File: src/rtl/rs_codeword_serializer.sv
// -----------------------------------------------------------------------------
// rs_codeword_serializer
//
// Takes one Reed-Solomon message as a parallel word, waits for the encoder's
// parity bytes (which arrive on the cycle after the message), then streams
// the codeword out one byte per handshake: message bytes msg_in[0] first,
// followed by the parity bytes. A new message can be accepted on the
// handshake of the final byte, which gives back-to-back codewords.
//
// Optional feature macro: RS_SERIALIZER_DROP_CNT_EN
//   defined   -> drop_cnt counts messages offered while msg_ready is low,
//                saturating at 0xFFFF.
//   undefined -> drop_cnt is tied to zero and no counter is built.
//
// Ports
//   clk           in   clock, rising edge
//   rst           in   asynchronous active-high reset
//   msg_in        in   MSG_LEN message bytes, sampled when msg_valid & msg_ready
//   msg_valid     in   a message is offered this cycle
//   msg_ready     out  the block accepts msg_in this cycle (combinational)
//   parity_in     in   PAR_LEN parity bytes from the encoder
//   parity_valid  in   parity_in is valid (only honoured while waiting for it)
//   m_data        out  serial codeword byte
//   m_valid       out  m_data is valid
//   m_ready       in   downstream accepts m_data
//   m_last        out  current byte is the final codeword byte
//   drop_cnt      out  number of messages dropped
// -----------------------------------------------------------------------------
module rs_codeword_serializer #(
    parameter int MSG_LEN = 64,
    parameter int PAR_LEN = 4
) (
    input  logic                    clk,
    input  logic                    rst,
    input  logic [MSG_LEN-1:0][7:0] msg_in,
    input  logic                    msg_valid,
    output logic                    msg_ready,
    input  logic [PAR_LEN-1:0][7:0] parity_in,
    input  logic                    parity_valid,
    output logic [7:0]              m_data,
    output logic                    m_valid,
    input  logic                    m_ready,
    output logic                    m_last,
    output logic [15:0]             drop_cnt
);

    localparam int CW_LEN = MSG_LEN + PAR_LEN;
    localparam int IDX_W  = $clog2(CW_LEN + 1);
    localparam int MSG_W  = (MSG_LEN > 1) ? $clog2(MSG_LEN) : 1;
    localparam int PAR_W  = (PAR_LEN > 1) ? $clog2(PAR_LEN) : 1;
    localparam logic [IDX_W-1:0] LAST_IDX = IDX_W'(CW_LEN - 1);

    typedef enum logic [1:0] {
        IDLE     = 2'd0,
        WAIT_PAR = 2'd1,
        SEND     = 2'd2
    } state_t;

    state_t                  r_state;
    logic [IDX_W-1:0]        r_idx;
    logic [MSG_LEN-1:0][7:0] r_msg_buf;
    logic [PAR_LEN-1:0][7:0] r_par_buf;
    logic [7:0]              r_m_data;
    logic                    r_m_valid;
    logic                    r_m_last;

    logic                    w_msg_accept;
    logic [IDX_W-1:0]        w_next_idx;
    logic [7:0]              w_next_byte;

    assign msg_ready    = (r_state == IDLE) ||
                          ((r_state == SEND) && (r_idx == LAST_IDX) && m_ready);
    assign w_msg_accept = msg_valid && msg_ready;
    assign w_next_idx   = r_idx + IDX_W'(1);

    assign m_data  = r_m_data;
    assign m_valid = r_m_valid;
    assign m_last  = r_m_last;

    // Byte that becomes visible after the current one is accepted. m_data is
    // registered, so it is selected one index ahead.
    always_comb begin
        w_next_byte = 8'h00;
        if (w_next_idx < IDX_W'(MSG_LEN))
            w_next_byte = r_msg_buf[MSG_W'(w_next_idx)];
        else
            w_next_byte = r_par_buf[PAR_W'(w_next_idx - IDX_W'(MSG_LEN))];
    end

    // NOTE: the codeword buffers carry no reset; they are only read after a
    // fresh write, so resetting them would only add reset fan-out.
    always_ff @(posedge clk) begin
        if (w_msg_accept)
            r_msg_buf <= msg_in;
        if ((r_state == WAIT_PAR) && parity_valid)
            r_par_buf <= parity_in;
    end

    // NOTE: every sequential assignment uses <= so all registers update from
    // the same pre-edge values regardless of statement order.
    always_ff @(posedge clk or posedge rst) begin
        if (rst) begin
            r_state   <= IDLE;
            r_idx     <= '0;
            r_m_data  <= 8'h00;
            r_m_valid <= 1'b0;
            r_m_last  <= 1'b0;
        end else begin
            case (r_state)
                IDLE: begin
                    if (w_msg_accept)
                        r_state <= WAIT_PAR;
                end
                WAIT_PAR: begin
                    if (parity_valid) begin
                        r_state   <= SEND;
                        r_idx     <= '0;
                        r_m_data  <= r_msg_buf[0];
                        r_m_valid <= 1'b1;
                        r_m_last  <= 1'b0;
                    end
                end
                SEND: begin
                    if (m_ready) begin
                        if (r_idx == LAST_IDX) begin
                            // A message taken on the last handshake goes
                            // straight to waiting for its parity.
                            r_state   <= w_msg_accept ? WAIT_PAR : IDLE;
                            r_idx     <= '0;
                            r_m_valid <= 1'b0;
                            r_m_last  <= 1'b0;
                        end else begin
                            r_idx    <= w_next_idx;
                            r_m_data <= w_next_byte;
                            r_m_last <= (w_next_idx == LAST_IDX);
                        end
                    end
                end
                default: begin
                    r_state   <= IDLE;
                    r_idx     <= '0;
                    r_m_valid <= 1'b0;
                    r_m_last  <= 1'b0;
                end
            endcase
        end
    end

`ifdef RS_SERIALIZER_DROP_CNT_EN
    logic [15:0] r_drop_cnt;

    always_ff @(posedge clk or posedge rst) begin
        if (rst)
            r_drop_cnt <= 16'h0000;
        else if (msg_valid && !msg_ready && (r_drop_cnt != 16'hFFFF))
            r_drop_cnt <= r_drop_cnt + 16'd1;
    end

    assign drop_cnt = r_drop_cnt;
`else
    assign drop_cnt = 16'h0000;
`endif

endmodule
File: config.mk
export PLATFORM = sky130hd
export DESIGN_NAME = rs_codeword_serializer
export DESIGN_NICKNAME = d
export VERILOG_FILES = /design/src/rtl/rs_codeword_serializer.sv
export SDC_FILE = /design/constraint.sdc
export NUM_CORES = 1
export LEC_CHECK = 0
export CAP_MARGIN = 20
export CELL_PAD_IN_SITES_DETAIL_PLACEMENT = 1
export CELL_PAD_IN_SITES_GLOBAL_PLACEMENT = 1
export CORE_ASPECT_RATIO = 0.9
export CORE_UTILIZATION = 41
export CTS_CLUSTER_DIAMETER = 60
export CTS_CLUSTER_SIZE = 25
export DETAILED_ROUTE_END_ITERATION = 6
export GPL_ROUTABILITY_DRIVEN = 0
export HOLD_SLACK_MARGIN = 0.15
export PLACE_DENSITY = 0.85
export SLEW_MARGIN = 0
export SYNTH_ARGS = -nofsm -noshare
export SYNTH_HDL_FRONTEND = slang
export SYNTH_SLANG_ARGS = --single-unit
File: constraint.sdc
create_clock -name clk -period 15.08 [get_ports clk]
set_input_delay 1.508 -clock clk [delete_from_list [all_inputs] [get_ports clk]]
set_output_delay 1.508 -clock clk [all_outputs]
set_load 0.02 [all_outputs]
== Word-level counts from Yosys, hierarchy flattened ==
Index checks and enable logic that the tools add are counted.

* Memories kept: 0
* RAM bits: 0
* Flip-flop bits (word level): 563
* Bits in read-only memories: 0
* Logic and storage cells: 126
* Latch bits: 0
* Output and inout port bits: 27

* Bitwise operators: 1
* Add/subtract/negate cells: 2
* Multiplexer cells: 27
* $lt $le $gt $ge: 3
* Divide/modulo/power cells: 0
* Equal/unequal tests: 9
* Reduce and logical (&&, ||, !) cells: 11
* Shift-type cells: 0
* Multiply operators: 0

{| class="wikitable"
|+ Operators by type and width
! cell !! count
|-
| $bmux W8 S6 || 1
|-
| $mux W8 || 6
|-
| $mux W7 || 3
|-
| $pmux W7 S3 || 1
|-
| $bmux W8 S2 || 1
|-
| $pmux W8 S2 || 1
|-
| $eq A7 B7 Y1 const B || 2
|-
| $reduce_and A4 Y1 || 3
|-
| $mux W2 || 4
|-
| $ne A2 B2 Y1 const B || 4
|-
| $add A7 B1 Y7 const B || 1
|-
| $lt A6 B7 Y1 const B || 1
|-
| $lt A7 B7 Y1 const B || 1
|-
| $mux W1 || 7
|-
| $pmux W1 S3 || 2
|-
| $pmux W2 S3 || 1
|-
| $logic_and A1 B1 Y1 || 4
|-
| $lt A2 B3 Y1 const B || 1
|-
| $reduce_and A3 Y1 || 1
|-
| $eq A2 B1 Y1 const B || 1
|-
| $eq A2 B2 Y1 const B || 1
|-
| $logic_not A2 Y1 || 1
|-
| $ne A2 B1 Y1 const B || 1
|-
| $reduce_bool A2 Y1 || 1
|-
| 3 further kinds || 3
|}

== Longest topological paths before layout ==
Gate-level depths: netlist of the first run.

* Depth in word-level cells: 9
* Gate-level depth with buffers: 14
* Gate-level depth less buffers: 8

== Worst setup path before layout of the first run ==
No wires, ideal clock.

* Path type: input -> register
* Start point: input m_ready
* End point: register r_msg_buf[0] (netlist bit), enable pin
* Path buffers: 0
* Stages: 3
* Setup slack: 0.547 ns
* Library setup time: 0.942 ns
* Required time: 14.138 ns
* Data arrival time: 13.592 ns
* Cells stage by stage: nand2_1 > a21oi_1 > and2_1

* Word-level cells in the longest chain between the ends: 3

{| class="wikitable"
|+ Ends and longest elaborated chain
! what !! RTL line !! text
|-
| start, declared || 42 || <nowiki>input logic m_ready,</nowiki>
|-
| $logic_and A1 B1 Y1 || 72 || <nowiki>((r_state == SEND) && (r_idx == LAST_IDX) && m_ready);</nowiki>
|-
| $logic_or A1 B1 Y1 || 71 || <nowiki>assign msg_ready = (r_state == IDLE) ||</nowiki>
|-
| named net msg_ready || 37 || <nowiki>output logic msg_ready,</nowiki>
|-
| $logic_and A1 B1 Y1 || 73 || <nowiki>assign w_msg_accept = msg_valid && msg_ready;</nowiki>
|-
| named net w_msg_accept || 67 || <nowiki>logic w_msg_accept;</nowiki>
|-
| end signal, assigned || 94 || <nowiki>r_msg_buf <= msg_in;</nowiki>
|-
| end, declared || 61 || <nowiki>logic [MSG_LEN-1:0][7:0] r_msg_buf;</nowiki>
|}

The timed path passes the listed nets, and every way through them passes these cells.
A chain may end at the register's enable or synchronous reset.

== Final worst setup path of the first run ==
* Start point: register r_idx[0]
* End point: output msg_ready

* Word-level cells in the longest chain between the ends: 4

{| class="wikitable"
|+ Ends and longest elaborated chain
! what !! RTL line !! text
|-
| start, declared || 60 || <nowiki>logic [IDX_W-1:0] r_idx;</nowiki>
|-
| start signal, assigned || 133 || <nowiki>r_idx <= w_next_idx;</nowiki>
|-
| $eq A7 B7 Y1 || 72 ||
|-
| $logic_and A1 B1 Y1 (2 in series) || 72 ||
|-
| $logic_or A1 B1 Y1 || 71 ||
|-
| end, declared || 37 ||
|}

No other way between the ends.

==> flow_summary.ini, run 1 <==
[sta]
max_slew_violations = 0
worst-slew-pin-transition_ps = 1061
finalSetupTns_ps = 0
layout_min_cycle_time_ps = 5157
min_period_over_period = 0.3420
fin_worst_skew_ps = 26.38
setup_viol = 0
grt_setup_unrepaired = no
worst_slack_ps = 9923
finalHoldViolCount = 0
slew_headroom = 0.2903
max_freq_mhz = 193.9

[yosys]
yosysMostFrequentCell = sky130_fd_sc_hd__edfxtp_1
postSynthCellCount = 1062
yosys.area.top_type_share = 0.7392
synth_seq_cells = 563
synth_area_leaders = sky130_fd_sc_hd__edfxtp_1 74%, sky130_fd_sc_hd__mux4_2 14%, sky130_fd_sc_hd__dfrtp_1 2.2%
synth.lib_cells_used.distinct = 50
synth_top_cell_by_area = sky130_fd_sc_hd__edfxtp_1
synth_enable_flop_cells = 544
synth_ff_type = sky130_fd_sc_hd__edfxtp_1
seq_area_frac_synth = 0.7607
yosysWarningCount = 0
postSynth.asyncResetShare = 0.03375
synthTopCellsByCount = 544 x sky130_fd_sc_hd__edfxtp_1, 134 x sky130_fd_sc_hd__mux4_2, 89 x sky130_fd_sc_hd__nand2_1
post_synth.cell_area_avg_um2 = 20.81
synth_area_mm2 = 0.02210

[cts]
post_cts_repair_setup_buffers = 0
tritoncts = built
holdBufCountCts = 0
cts_root_buf = sky130_fd_sc_hd__clkbuf_16
clkSlewWorstSetupHoldPaths_ps = 70
worst_skew_pair.late_latency_ps = 600
clock-sinks = 563
cts.path.max_buffers = 3
post_cts_resize_count = 0
ctsHtreeMaxLevel = 2
tritoncts.num_buffers = 41

[global_routing]
grt_max_degree = 178
grt_pass1_vias = 14080
grtUsageTotal = 0.2429
antenna_found_initial = 17
grt_first_pass_wirelength_mm = 94.54
overflow = 0

[layout]
post_route_cells_drive_above_1_share = 0.1444
final_cell_area_mm2 = 0.02990
fin_cells = 2367
fill_cells = 4734
seq_area_mm2 = 0.01681
area_taken_by_multi_input_logic_gates_mm2 = 0.004923
fin_nets = 2174
flow.area_growth_from_synthesis_pct = 35.30

[placement]
detailedPlace.worstSlack_ps = 9305
dp_cells = 2274
io_buffer_count = 559
place.detailed.hpwl_mm = 49.51
placement.cell_area_mm2 = 0.02835

[routing]
routed_vias = 12530
vias_per_cell = 5.292
ant_nets = 0
drt_first_iter_violations = 944
iteration_count_of_the_initial_detailed_routing_pass = 7
routed_wl_mm = 66.61
wire_length_per_cell_um = 28.14
detail_route.drc_violations = 108

[critical_path]
worstPathBufferInverterCount = 1
endpoint_kind = output pin
worst_setup_path_startpoint = r_idx[0]$_DFFE_PP0P_
worst_r2r_startpoint = r_idx[0]$_DFFE_PP0P_
worst_ep_arrival_ps = 3650
kind_of_start_point_of_the_critical_path = flop
cp_slowest_cell = sky130_fd_sc_hd__dfrtp_4
critical_path_class = reg -> out
cp_data_required_time_ps = 13570
critical_path_s_most_frequent_cell = sky130_fd_sc_hd__nand2_1
setup_slack_on_the_worst_flop_to_flop_path_ps = 10180
crit_chain = ha_1 > nand2_1 > nor3_1 > nand2_1 > a21oi_1 > clkdlybuf4s50_1
top_cell_family_by_delay_on_the_critical_path = flip-flops
r2r.worst_path.cells = 9
critical_path_peak_fanout = 29
critPathMaxStageDelay_ps = 760
number_of_cells_on_the_critical_path = 6
cp-endpoint = msg_ready
worstReg2RegEnd = r_msg_buf[95]$_DFFE_PP_

[floorplanning]
die_x_um = 246.7
dieArea_mm2 = 0.05483
initial_core_util = 0.4158
ioPinCount = 576
std_cell_rows = 80
fp.dieH_um = 222.3
core_area_mm2 = 0.05315

[hold_path]
worst_min_path_class = reg -> reg
worst_hold_path_cell_count = 1

[job]
drv.max_cap_violation_count = 0

[outcome]
status = finished, violations left
violations = design-rule violations

[power]
cellPowerDensity_mw_per_mm2 = 175.1
leakagePower_nw = 9.869
power.ir.vdd_worst_mv = 0.1204
[state kept, by name, summed over array words and instances, names as in the netlist]
signal / count
r_state: 2
r_msg_buf: 512
r_par_buf: 32
r_idx: 7
m_last: 1
m_valid: 1
m_data: 8
[cell type report]
cell class / instances / area share
Sequential cell: 563 / 0.5624
Timing Repair Buffer: 576 / 0.1933
Multi-Input combinational cell: 437 / 0.1647
Clock buffer: 44 / 0.03611
Tap cell: 697 / 0.02917
Clock inverter: 31 / 0.01255
Antenna cell: 15 / 0.001255
Inverter: 4 / 0.0005022
[worst register-to-register path, stage by stage, from the launching register on]
cell                      delay [ps]
sky130_fd_sc_hd__dfrtp_4         760
sky130_fd_sc_hd__ha_1            600
sky130_fd_sc_hd__nand2_1         210
sky130_fd_sc_hd__nor3_1          350
sky130_fd_sc_hd__nand2_1         140
sky130_fd_sc_hd__a21oi_1         330
sky130_fd_sc_hd__and2_4          390
sky130_fd_sc_hd__buf_12          540
sky130_fd_sc_hd__buf_4           910
sky130_fd_sc_hd__buf_12          340
[how the worst min path moves through the flow]
stage | startpoint | endpoint
detailed placement | m_last$_DFFE_PP0P_ | m_last$_DFFE_PP0P_
finish | m_last$_DFFE_PP0P_ | m_last$_DFFE_PP0P_
CTS | m_last$_DFFE_PP0P_ | m_last$_DFFE_PP0P_
floorplan | r_idx[1]$_DFFE_PP0P_ | r_idx[1]$_DFFE_PP0P_
global placement | m_last$_DFFE_PP0P_ | m_last$_DFFE_PP0P_
global route | m_last$_DFFE_PP0P_ | m_last$_DFFE_PP0P_
[cells in the final DEF, fill, tap and decap left out, drive strengths merged, types with 2 or more instances in the layout]
| cell | netlist | layout |
|---|---|---|
| dfrtp | 19 | 19 |
| a31oi | 7 | 7 |
| nand3 | 35 | 35 |
| nor3 | 11 | 11 |
| nor2b | 3 | 3 |
| edfxtp | 544 | 544 |
| buf | 58 | 16 |
| clkinv | 0 | 11 |
| o21ai | 15 | 15 |
| clkinvlp | 0 | 4 |
| clkbuf | 15 | 45 |
| diode | 0 | 15 |
| or2 | 4 | 4 |
| xnor2 | 6 | 6 |
| mux4 | 138 | 138 |
| a21oi | 10 | 10 |
| conb | 1 | 16 |
| and2 | 5 | 5 |
| clkdlybuf4s50 | 0 | 559 |
| xor2 | 3 | 3 |
| and4 | 2 | 2 |
| nand2b | 2 | 2 |
| inv | 4 | 20 |
| o31a | 7 | 7 |
| nand4 | 7 | 7 |
| nand2 | 89 | 89 |
| mux2i | 24 | 24 |
| ha | 2 | 2 |
| nand3b | 2 | 2 |
| nor2 | 16 | 16 |
| o2111ai | 15 | 15 |
| a2111oi | 4 | 4 |
[routing by layer]
layer  up-vias  wire (µm)  global-route usage
li1       5494          -                   -
met1      6433      25000              0.2880
met2       498      35260              0.4339
met3        96       4613             0.05592
met4         6       1695             0.07826
met5         -         45                   0
[through the flow]
stage               hold WS, ps  total power, W    util
global placement          487.5        0.004058  0.5334
finish                    506.1        0.005234  0.5625
CTS                       510.9        0.005306  0.5608
global route              542.9        0.005471  0.5624
floorplan                 531.9        0.003606       -
detailed placement        489.3        0.004115  0.5334
[power breakdown]
group	switching (W)	total, W	internal, W	leakage (nW)
logic	0.000972	0.00179	0.000817	3.84
registers	0.000128	0.00226	0.00213	5.34
clock network	0.000620	0.00119	0.000566	0.694
total	0.00172	0.00523	0.00351	9.87
[logic make-up after synthesis]
family,count (synthesis),share of synthesized area
other,1,0.0001697
adder cells (fa/ha/maj),2,0.001132
multiplexers,162,0.1522
buffers and inverters,77,0.02067
AO/OA/AOI/OAI,69,0.02288
flip-flops,563,0.7607
AND/OR/NAND/NOR,179,0.03663
XOR/XNOR,9,0.005606
(Power assumes the default switching activity.)
==> inputs of run 2 (changes only) <==
==> constraint.sdc (replaced) <==
create_clock -name clk -period 5.12 [get_ports clk]
set_input_delay 0.512 -clock clk [delete_from_list [all_inputs] [get_ports clk]]
set_output_delay 0.512 -clock clk [all_outputs]
set_load 0.02 [all_outputs]
==> run 2 against run 1 <==
  * The flow still finishes with violations (design-rule violations)
  * Power rose to 3.0 times the previous value
  * Worst setup slack worse by 8600 ps
  * Worst hold slack worse by 46 ps
  * Clock skew grew 5.0 ps
  * Clock-buffer cell count unchanged
  * Largest cell class unchanged
  * Highest routed layer unchanged
==> flow_summary.ini, run 2 (synthesis gave the netlist of run 1 again) <==
[outcome]
status = finished, violations left
violations = design-rule violations

[layout]
flow.area_growth_from_synthesis_pct = 36.31
fill_cells = 4709
post-route-util = 0.5667
reg_with_most_ffs = r_msg_buf
fin_nets = 2185
post_route_cells_drive_above_1_share = 0.1542
mostFrequentLayoutCells = 559 x sky130_fd_sc_hd__clkdlybuf4s50_1, 544 x sky130_fd_sc_hd__edfxtp_1, 134 x sky130_fd_sc_hd__mux4_2
layout_commonest_cell = sky130_fd_sc_hd__clkdlybuf4s50_1
max_ffs_per_register = 512

[cts]
post_cts_resize_count = 0
tritoncts.num_buffers = 42
cts_root_buf = sky130_fd_sc_hd__clkbuf_16
tritoncts = built
clock-sinks = 563
holdBufCountCts = 0
worst_skew_pair.late_latency_ps = 590
ctsHtreeMaxLevel = 2
clkSlewWorstSetupHoldPaths_ps = 90
post_cts_repair_setup_buffers = 0
cts.path.max_buffers = 3

[routing]
ant_nets = 0
routed_vias = 12890
iteration_count_of_the_initial_detailed_routing_pass = 7
drt_first_iter_violations = 934
routed_wl_mm = 70.49
detail_route.drc_violations = 108
wire_length_per_cell_um = 29.72
vias_per_cell = 5.435

[power]
finalPower_w = 0.01566
power.ir.vdd_worst_mv = 0.3557
cellPowerDensity_mw_per_mm2 = 520.0
leakagePower_nw = 9.999

[sta]
grt_setup_unrepaired = no
slew_headroom = 0.3064
worst-slew-pin-transition_ps = 1035
setup_viol = 0
layout_min_cycle_time_ps = 3823
finalHoldViolCount = 0
worst_slack_ps = 1297
finalSetupTns_ps = 0
fin_worst_skew_ps = 31.42
min_period_over_period = 0.7466
max_freq_mhz = 261.6
max_slew_violations = 0

[critical_path]
endpoint_kind = flop
cp_data_required_time_ps = 5620
critical_path_class = reg -> reg
worst_ep_arrival_ps = 4320
setup_slack_on_the_worst_flop_to_flop_path_ps = 1300
critical_path_peak_fanout = 48
kind_of_start_point_of_the_critical_path = flop

[floorplanning]
initial_core_util = 0.4158
std_cell_rows = 80
die_x_um = 246.7
fp.dieH_um = 222.3
ioPinCount = 576
dieArea_mm2 = 0.05483
core_area_mm2 = 0.05315

[placement]
detailedPlace.worstSlack_ps = 1250
place.detailed.hpwl_mm = 53.05
io_buffer_count = 559

[global_routing]
grt_max_degree = 85
grtUsageTotal = 0.2596
grt_first_pass_wirelength_mm = 99.85
grt_pass1_vias = 14410
overflow = 0
antenna_found_initial = 16

[hold_path]
worst_min_path_class = in -> async

[job]
drv.max_cap_violation_count = 0
## run 2: cell count changes in the layout (fill, tap and decap cells not counted), sizes merged
cell,delta
buf,+10
diode,-7
clkinvlp,-1
bufinv,+2
clkinv,-2
inv,+3
## run 2: final cells by class
cell class	instances	area (µm²)	share of cell area
inverters	4	15.01	0.0004984
clock inverters	33	445.4	0.01479
diodes	8	20.02	0.0006646
multi-input cells	437	4955	0.1645
repair buffers	586	5921	0.1966
flip-flops and latches	563	16810	0.5582
clock buffers	44	1080	0.03585
well taps	697	872.1	0.02895
## run 2: layer usage
metal / global-route usage / part of all wire
met1: 0.3086 / 0.36
met2: 0.4555 / 0.52
met3: 0.07211 / 0.090
met4: 0.07925 / 0.026
met5: 0 / 0.0015
## run 2: metrics by stage
step | instance area (µm²) | hold slack [ps] | std cells
after floorplan | 22200 | 463.1 | 1077
after global placement | 28510 | 497.1 | 2283
after detailed placement | 28550 | 510.5 | 2285
after CTS | 30080 | 441.9 | 2362
after global routing | 30120 | 454.9 | 2370
final | 30120 | 460.2 | 2372
## run 2: path summary, 6_finish.rpt
kind                                           start  cells past startpoint                 endpoint
worst min register to register    m_last$_DFFE_PP0P_                      1       m_last$_DFFE_PP0P_
max in group asynchronous                        rst                      2     r_idx[0]$_DFFE_PP0P_
worst max-delay path            r_idx[0]$_DFFE_PP0P_                      8    m_data[4]$_DFFE_PP0P_
worst min-delay path                             rst                      2    m_data[7]$_DFFE_PP0P_
worst max register to register  r_idx[0]$_DFFE_PP0P_                      8    m_data[4]$_DFFE_PP0P_
min in group clk                       parity_in[25]                      1  r_par_buf[25]$_DFFE_PP_
## run 2: critical path, cell delays in order (launching register included)
cell                        delay (ps)
sky130_fd_sc_hd__dfrtp_4           810
sky130_fd_sc_hd__inv_1             250
sky130_fd_sc_hd__ha_4              730
sky130_fd_sc_hd__buf_4             710
sky130_fd_sc_hd__mux4_2            350
sky130_fd_sc_hd__nand2_1            80
sky130_fd_sc_hd__nand3_1           150
sky130_fd_sc_hd__o2111ai_1         300
sky130_fd_sc_hd__a32oi_1           310
## run 2: power by group
group	total (W)	switching, W	internal, W	leakage (nW)
Clock	0.00364	0.00186	0.00178	0.733
Sequential	0.00668	0.000422	0.00626	5.34
Combinational	0.00534	0.00287	0.00247	3.93
